$ cat src/rtl/seq_pkg.sv
// Shared state encoding and default sizing for the serial pattern generator
// and its companion detector.
package seq_pkg;

  typedef enum logic [1:0] {
    ST_IDLE  = 2'd0,
    ST_SHIFT = 2'd1,
    ST_DONE  = 2'd2
  } seq_state_e;

  localparam int DEF_WIDTH = 8;
  localparam int DEF_CNT_W = 4;

endpackage

$ cat src/rtl/seq_bit_cnt.sv
// Loadable down-counter that saturates at zero and flags when it is empty.
module seq_bit_cnt #(
  parameter int W = 4
) (
  input  logic         clk,
  input  logic         rst,
  input  logic         load_i,
  input  logic [W-1:0] val_i,
  input  logic         dec_i,
  output logic         zero_o
);

  logic [W-1:0] cnt_q;

  always_ff @(posedge clk or posedge rst) begin
    if (rst) begin
      cnt_q <= '0;
    end else if (load_i) begin
      cnt_q <= val_i;
    end else if (dec_i && (cnt_q != '0)) begin
      cnt_q <= cnt_q - 1'b1;
    end
  end

  assign zero_o = (cnt_q == '0);

endmodule

$ cat src/rtl/seq_gen.sv
// Serialises a pattern MSB-first, optionally repeating it, with abort support.
// state | meaning
// IDLE  | waiting for a load, load_ready high
// SHIFT | emitting pattern bits, out_valid high
// DONE  | one-cycle done pulse before returning to IDLE
module seq_gen
  import seq_pkg::*;
#(
  parameter int WIDTH = DEF_WIDTH,
  parameter int CNT_W = DEF_CNT_W
) (
  input  logic                       clk,
  input  logic                       rst,
  input  logic                       load_valid,
  output logic                       load_ready,
  input  logic [WIDTH-1:0]           pattern,
  input  logic [$clog2(WIDTH+1)-1:0] len,
  input  logic [CNT_W-1:0]           rpt,
  input  logic                       abort,
  output logic                       out,
  output logic                       out_valid,
  output logic                       busy,
  output logic                       done
);

  localparam int LW = $clog2(WIDTH+1);
  localparam logic [LW-1:0] LEN_MAX = LW'(WIDTH);

  seq_state_e     state_q;
  logic [WIDTH-1:0] sh_q;
  logic [WIDTH-1:0] pal_q;
  logic [LW-1:0]    len_q;
  logic             out_q;
  logic             out_valid_q;
  logic             busy_q;
  logic             done_q;
  logic             ready_q;

  logic [LW-1:0]    len_c;
  logic [WIDTH-1:0] pal_c;
  logic             load_fire;
  logic             step;
  logic             bit_zero;
  logic             rpt_zero;
  logic             bit_load;
  logic [LW-1:0]    bit_val;
  logic             bit_dec;
  logic             rpt_dec;

  // Left-align the pattern so bit len-1 sits at the MSB; the rest shift out.
  assign len_c     = (len > LEN_MAX) ? LEN_MAX : len;
  assign pal_c     = pattern << (LEN_MAX - len_c);
  assign load_fire = (state_q == ST_IDLE) && load_valid;
  assign step      = (state_q == ST_SHIFT) && !abort;

  assign bit_load = (load_fire && (len_c != '0)) || (step && bit_zero && !rpt_zero);
  assign bit_val  = load_fire ? (len_c - 1'b1) : (len_q - 1'b1);
  assign bit_dec  = step && !bit_zero;
  assign rpt_dec  = step && bit_zero && !rpt_zero;

  seq_bit_cnt #(.W(LW)) u_bit_cnt (
    .clk    (clk),
    .rst    (rst),
    .load_i (bit_load),
    .val_i  (bit_val),
    .dec_i  (bit_dec),
    .zero_o (bit_zero)
  );

  seq_bit_cnt #(.W(CNT_W)) u_rpt_cnt (
    .clk    (clk),
    .rst    (rst),
    .load_i (load_fire),
    .val_i  (rpt),
    .dec_i  (rpt_dec),
    .zero_o (rpt_zero)
  );

  always_ff @(posedge clk or posedge rst) begin
    if (rst) begin
      state_q     <= ST_IDLE;
      sh_q        <= '0;
      pal_q       <= '0;
      len_q       <= '0;
      out_q       <= 1'b0;
      out_valid_q <= 1'b0;
      busy_q      <= 1'b0;
      done_q      <= 1'b0;
      ready_q     <= 1'b1;
    end else begin
      done_q <= 1'b0;
      case (state_q)
        ST_IDLE: begin
          if (load_valid) begin
            pal_q   <= pal_c;
            len_q   <= len_c;
            busy_q  <= 1'b1;
            ready_q <= 1'b0;
            if (len_c == '0) begin
              state_q <= ST_DONE;
              done_q  <= 1'b1;
            end else begin
              state_q     <= ST_SHIFT;
              out_q       <= pal_c[WIDTH-1];
              out_valid_q <= 1'b1;
              sh_q        <= pal_c << 1;
            end
          end
        end
        ST_SHIFT: begin
          if (abort) begin
            state_q     <= ST_IDLE;
            out_q       <= 1'b0;
            out_valid_q <= 1'b0;
            busy_q      <= 1'b0;
            ready_q     <= 1'b1;
          end else if (bit_zero && rpt_zero) begin
            state_q     <= ST_DONE;
            out_q       <= 1'b0;
            out_valid_q <= 1'b0;
            done_q      <= 1'b1;
          end else if (bit_zero) begin
            out_q <= pal_q[WIDTH-1];
            sh_q  <= pal_q << 1;
          end else begin
            out_q <= sh_q[WIDTH-1];
            sh_q  <= sh_q << 1;
          end
        end
        ST_DONE: begin
          state_q <= ST_IDLE;
          busy_q  <= 1'b0;
          ready_q <= 1'b1;
        end
        default: begin
          state_q     <= ST_IDLE;
          out_q       <= 1'b0;
          out_valid_q <= 1'b0;
          busy_q      <= 1'b0;
          ready_q     <= 1'b1;
        end
      endcase
    end
  end

  assign out        = out_q;
  assign out_valid  = out_valid_q;
  assign busy       = busy_q;
  assign done       = done_q;
  assign load_ready = ready_q;

endmodule

$ cat config.mk
export PLATFORM = sky130hd
export DESIGN_NAME = seq_gen
export DESIGN_NICKNAME = d
export VERILOG_FILES = /design/src/rtl/seq_pkg.sv /design/src/rtl/seq_bit_cnt.sv /design/src/rtl/seq_gen.sv
export SDC_FILE = /design/constraint.sdc
export NUM_CORES = 1
export LEC_CHECK = 0
export ABC_AREA = 1
export BUFFER_PORTS_ARGS = -buffer_cell sky130_fd_sc_hd__buf_2
export CAP_MARGIN = 5
export CORE_MARGIN = 10
export CORE_UTILIZATION = 45
export CTS_CLUSTER_DIAMETER = 80
export DETAILED_ROUTE_END_ITERATION = 6
export PLACE_DENSITY = 0.71
export SYNTH_ARGS = -nofsm -noshare
export SYNTH_HDL_FRONTEND = slang
export SYNTH_SLANG_ARGS = --single-unit
$ cat constraint.sdc
create_clock -name clk -period 2.3 [get_ports clk]
set_input_delay 0 -clock clk [delete_from_list [all_inputs] [get_ports clk]]
set_output_delay 0 -clock clk [all_outputs]
set_load 0.01 [all_outputs]
# [Yosys cells after proc, flatten, opt, wreduce, memory -nomap -nowiden]
# Index checks and enable logic that the tools add are counted.
# W data, S select, Z words.
[op_classes] addsub=5 n_lt_le_gt_ge=1 n_eq_ne=8 shift=1 n_mux=39 bitwise=1 n_reduce_logical=29
[ops] op="$mux W8" count=5
[ops] op="$mux W4" count=6
[ops] op="$mux W1" count=17
[ops] op="$pmux W8 S2" count=1
[ops] op="$sub A4 B1 Y4 const B" count=4
[ops] op="$logic_not A4 Y1" count=3
[ops] op="$reduce_bool A4 Y1" count=3
[ops] op="$ne A2 B2 Y1 const B" count=5
[ops] op="$logic_and A1 B1 Y1" count=9
[ops] op="$mux W2" count=4
[ops] op="$shl A8 B4 Y8" count=1
[ops] op="$pmux W1 S2" count=3
[ops] op="$pmux W1 S3" count=2
[ops] op="$reduce_and A2 Y1" count=3
[ops] op="$reduce_bool A2 Y1" count=3
[ops] op="$reduce_and A5 Y1" count=1
[ops] op="$gt A4 B4 Y1 const B" count=1
[ops] op="$pmux W2 S2" count=1
[ops] op="$reduce_and A4 Y1" count=1
[ops] op="$sub A4 B4 Y4 const A" count=1
[ops] op="$logic_not A1 Y1" count=3
[ops] op="$ne A3 B2 Y1 const B" count=1
[ops] op="$reduce_and A3 Y1" count=1
[ops] op="$eq A2 B1 Y1 const B" count=1
[ops] op="4 further kinds" count=4
[word_totals] register_bits=35 input_bits=20 out_inout_bits=5 elab_cells=95

# [Logic depth before layout (Yosys ltp)]
[logic_depth] ltp_word=7 mapped_depth=17 ltp_nobuf=16

# [Modules after synthesis]
# A second synthesis with hierarchy kept.
[hier_totals] hier_cells=316 hier_area_um2=2252.2
[modules_own_cells] module="seq_gen" instances=1 cells_each=222 area_per_inst_um2=1654.1 seq_area_each_um2=651.9
[modules_own_cells] module="seq_bit_cnt" instances=2 cells_each=47 area_per_inst_um2=299.0 seq_area_each_um2=100.1

# [Least setup slack after synthesis]
# No wires, ideal clock.
[synth_path] path_kind="input -> register" startpoint="in len[0]" endpoint="reg u_bit_cnt.cnt_q[2]" setup_ns=0.076 t_arrival_ns=1.811 path_slack_ns=0.413 stages=16 n_path_buf=1 cell_sequence="buf_6 nor2_1 nand2_1 nand2_2 nand2_4 ha_1 inv_1 nor3_1 inv_1 nand2_1 nand2_2 nand3_1 nand2_1 ha_1 xor2_1 o21ai_1"
[synth_between] elab_chain_len=6
[synth_lines] item="start: declaration" line_no="seq_gen.sv:17" source="input logic [$clog2(WIDTH+1)-1:0] len,"
[synth_lines] item="$gt A4 B4 Y1" line_no="seq_gen.sv:51" source="assign len_c = (len > LEN_MAX) ? LEN_MAX : len;"
[synth_lines] item="$mux W4 (*)" line_no="seq_gen.sv:51"
[synth_lines] item="parallel branches: the longest is 4 deep, another holds $sub A4 B1 Y4"
[synth_lines] item="end signal: assignment" line_no="seq_bit_cnt.sv:19" source="cnt_q <= val_i;"
[synth_lines] item="end signal: assignment" line_no="seq_bit_cnt.sv:21" source="cnt_q <= cnt_q - 1'b1;"
[synth_lines] item="end: declaration" line_no="seq_bit_cnt.sv:13" source="logic [W-1:0] cnt_q;"
# Every way passes the cells marked *.
# A chain may end at the register's enable or synchronous reset.

# [Worst setup path after layout]
[layout_path] startpoint="reg state_q[0]" endpoint="reg u_bit_cnt.cnt_q[2]"
[layout_between] elab_chain_len=6
[layout_lines] item="start: declaration" line_no="seq_gen.sv:29" source="seq_state_e state_q;"
[layout_lines] item="start signal: assignment" line_no="seq_gen.sv:81" source="state_q <= ST_IDLE;"
[layout_lines] item="start signal: assignment" line_no="seq_gen.sv:100" source="state_q <= ST_DONE;"
[layout_lines] item="start signal: assignment" line_no="seq_gen.sv:103" source="state_q <= ST_SHIFT;"
[layout_lines] item="$eq A2 B1 Y1" line_no="seq_gen.sv:54" source="assign step = (state_q == ST_SHIFT) && !abort;"
[layout_lines] item="$logic_and A1 B1 Y1" line_no="seq_gen.sv:54"
[layout_lines] item="$logic_and A1 B1 Y1 (2 in series)" line_no="seq_gen.sv:56" source="assign bit_load = (load_fire && (len_c != '0)) || (step && bit_zero && !rpt_zero);"
[layout_lines] item="$logic_or A1 B1 Y1" line_no="seq_gen.sv:56"
[layout_lines] item="$mux W4 or $reduce_bool A2 Y1 (tied branches)"
# Parallel ways exist; a longest one is shown, timed or not.

==> out/results.tsv <==
stage	metric	value	unit
outcome	status	finished clean	
timing	Slew headroom	0.7195	
timing	RSZ-0062 raised after global routing	false	
floorplan	row cnt	24	
global_routing	initial antenna violation count	0	
setup_path	Critical Path RT	2520	ps
power	Comb pwr share	0.383	
setup_path	WS Path Type	flop to flop	
setup_path	r2r setup slk	390	ps
synth	post-synth top area cell	dfrtp_1	
finish	share of cells above drive strength 1	0.1767	
setup_path	Critical Path Sink	u_bit_cnt.cnt_q[2]$_DFFE_PP0P_	
synth	cell count after synthesis	282	
finish	P&R area growth vs syn	16.29	%
synth	Post-synth top cells	nand2_1, nand3_1, dfrtp_1	
timing	final period utilization	0.8308	
global_routing	GRT Util Overall	0.1314	
synth	Area contributors post-synth	dfrtp_1, nand2_1, nand3_1, inv_1, o21ai_0	
setup_path	R2R depth	10	
setup_path	Reg2Reg Capture Point	u_bit_cnt.cnt_q[2]$_DFFE_PP0P_	
floorplan	Die W	87.38	um
power	PwrDens	1002	mW/mm^2
power	Sw Share	0.3819	
timing	Final Skew	11.09	ps
min_path	HP Start	abort	
floorplan	Starting Density	0.4660	
power	P_int	1.472	mW
timing	Hold Vio Cnt, Final	0	
drt	DRT Wirelength	4666	um
power	Flop pwr share	0.389	
setup_path	crit path DAT	2130	ps
floorplan	Ports	25	
global_routing	vias in the first global route	1899	
setup_path	Max Fanout on Critical Path	22	
clock_tree	CTS max path bufs	2	
power	Net Sw Power	0.9094	mW
clock_tree	Worst-Skew Late Latency	300	ps
finish	Final Util	0.5420	
clock_tree	number of CTS-inserted buffers	5	
timing	final setup vio count	0	
synth	top cell type's share of synthesized area	0.4042	
timing	worst slew pin tran	419.2	ps
placed_design	GP Congestion	0.9394	
setup_path	CP Launch Type	flop	
finish	Final #Nets	340	
clock_tree	clock slew at reported path FFs	80	ps
synth	Synth Flop Type	dfrtp_1	
synth	synthesized cell area	0.002043	sq mm
min_path	HP Class	input port to flop	
synth	sequential element share of the synthesized area	0.4170	
floorplan	core footprint	0.004384	sq mm
synth	Synthesized Nets	306	
synth	most frequent cell after synthesis	nand2_1	
clock_tree	Root Driver	clkbuf_8	
timing	Setup TNS	0	ps
global_routing	largest net degree at the start of global routing	35	
run	Max Cap Viol	0	
drt	Via density	5.136	
synth	synth unique cells	34	
placed_design	HPWL Detailed	3549	um
placed_design	PortBufs	24	
clock_tree	clock sink count	34	
drt	1st-iter DRT viols	107	
floorplan	Die H	87.38	um
floorplan	die area	0.007635	sq mm
setup_path	reg-to-reg startpoint	state_q[0]$_DFFE_PP0P_	
finish	# diodes	0	
timing	Slew Limit Fails	0	
drt	vias	1895	
global_routing	gr ovfl total	0	
synth	Synth Area per Inst	7.245	sq um
timing	final worst path period need	1911	ps
synth	Synth warnings	0	
synth	FF+latch count, synth	34	
clock_tree	CTS tree	done	
drt	WL per Instance	12.64	um
power	Max IR drop VDD	0.4870	mV
global_routing	first-pass GRT wire length	8148	um
drt	antenna-violating nets left	0	
drt	drt drc	0	
clock_tree	Post-CTS Setup Inserts	0	
clock_tree	CTS HTree Levels	2	
power	Clk pwr share	0.228	
drt	drt first pass iters	4	
power	P_leak	1.230	nW
setup_path	crit path from	state_q[0]$_DFFE_PP0P_	
synth	share of synthesized registers carrying an async set or reset	1.000	
timing	Peak Freq	0.5233	GHz
setup_path	CP endpoint kind	flop	
synth	Post-synth EDFFs	0	
placed cells by master, fill, tap and decap left out, drive strengths merged:
cell type | Yosys | routed
nor3 | 2 | 2
a21boi | 1 | 1
clkbuf | 2 | 5
nand4 | 3 | 3
buf | 4 | 30
o22ai | 1 | 1
o21ai | 24 | 24
nand2 | 102 | 102
dfrtp | 33 | 33
nand3 | 35 | 35
inv | 28 | 28
xor2 | 2 | 2
o211ai | 3 | 3
dlygate4sd3 | 0 | 3
bufinv | 0 | 1
a22oi | 1 | 1
nand3b | 2 | 2
dfstp | 1 | 1
a21oi | 3 | 3
nor2 | 23 | 23
a31oi | 5 | 5
or2 | 2 | 2
ha | 4 | 4
clkinv | 1 | 3
stage by stage:
step / instances / power [mW] / worst slack [ps] / hold WS [ps] / cell area [sq um]
after global routing: 369 / 2.604 / 157.8 / 77.63 / 2376
after detailed placement: 358 / 1.846 / 131.3 / 116.5 / 2237
after CTS: 369 / 2.402 / 382.6 / 28.63 / 2376
final: 369 / 2.382 / 389.2 / 31.97 / 2376
after global placement: 358 / 1.832 / 236.8 / 114.6 / 2237
after floorplan: 282 / 1.600 / 412.7 / 140.9 / 2043
worst min-delay path by stage:
stage | to | slack (ps) | cells past startpoint
2_1_floorplan | busy$_DFFE_PP0P_ | 140 | 1
4_1_cts | state_q[1]$_DFFE_PP0P_ | 30 | 4
5_1_grt | state_q[1]$_DFFE_PP0P_ | 80 | 4
3_5_place_dp | sh_q[5]$_DFFE_PP0P_ | 120 | 3
3_3_place_gp | sh_q[5]$_DFFE_PP0P_ | 110 | 3
6_report | state_q[1]$_DFFE_PP0P_ | 30 | 4
power by group through the flow:
stage | Combinational [mW] | Clock, mW | Sequential (mW)
2_1_floorplan | 0.679 | 0 | 0.921
3_3_place_gp | 0.897 | 0 | 0.934
3_5_place_dp | 0.908 | 0 | 0.938
4_1_cts | 0.918 | 0.556 | 0.928
5_1_grt | 1.07 | 0.576 | 0.957
6_report | 0.911 | 0.543 | 0.927
metal layers:
metal | share of wire | track usage | up-vias
met5 | 0 | 0 | -
met4 | 0.017 | 0.05362 | 0
met3 | 0.055 | 0.03464 | 9
met2 | 0.49 | 0.2216 | 33
met1 | 0.44 | 0.1534 | 870
li1 | - | - | 983
worst max-delay path, cell delays in order, from the launching register on:
cell,delay (ps)
dfrtp_1,430
nor2_4,170
nand2_2,70
buf_4,210
nor2_1,150
nand2_1,110
nand3_1,90
nand2_1,100
ha_1,230
xor2_1,150
o21ai_1,110
area by class of cell:
class,count,area (sq um)
sequential,34,852.1
clock buffer,5,68.82
fill,423,2008
multi-input combinational,213,1046
clock inverter,3,40.04
inverter,29,108.9
tap,52,65.06
timing repair buffer,33,195.2
timing repair:
item,4_1_cts,5_1_grt
endpoints found under the setup margin,0,0
resized for setup,0,0
hold endpoints to repair,35,0
hold buffers,3,0
registers in the layout, indices dropped and copies added (netlist names), 2 cells and up:
name	cells
state_q	2
sh_q	7
u_bit_cnt.cnt_q	4
len_q	4
u_rpt_cnt.cnt_q	4
pal_q	8
kinds of logic (layout without fill, tap and decap cells):
group	Yosys count	after routing	share of synthesized area
simple gates	169	169	0.3686
compound gates	38	38	0.1066
buf+inv	35	70	0.07104
fa+ha+maj	4	4	0.02450
flops	34	34	0.4170
xor+xnor	2	2	0.01225
Note: power is estimated with default switching activity, not from simulation.
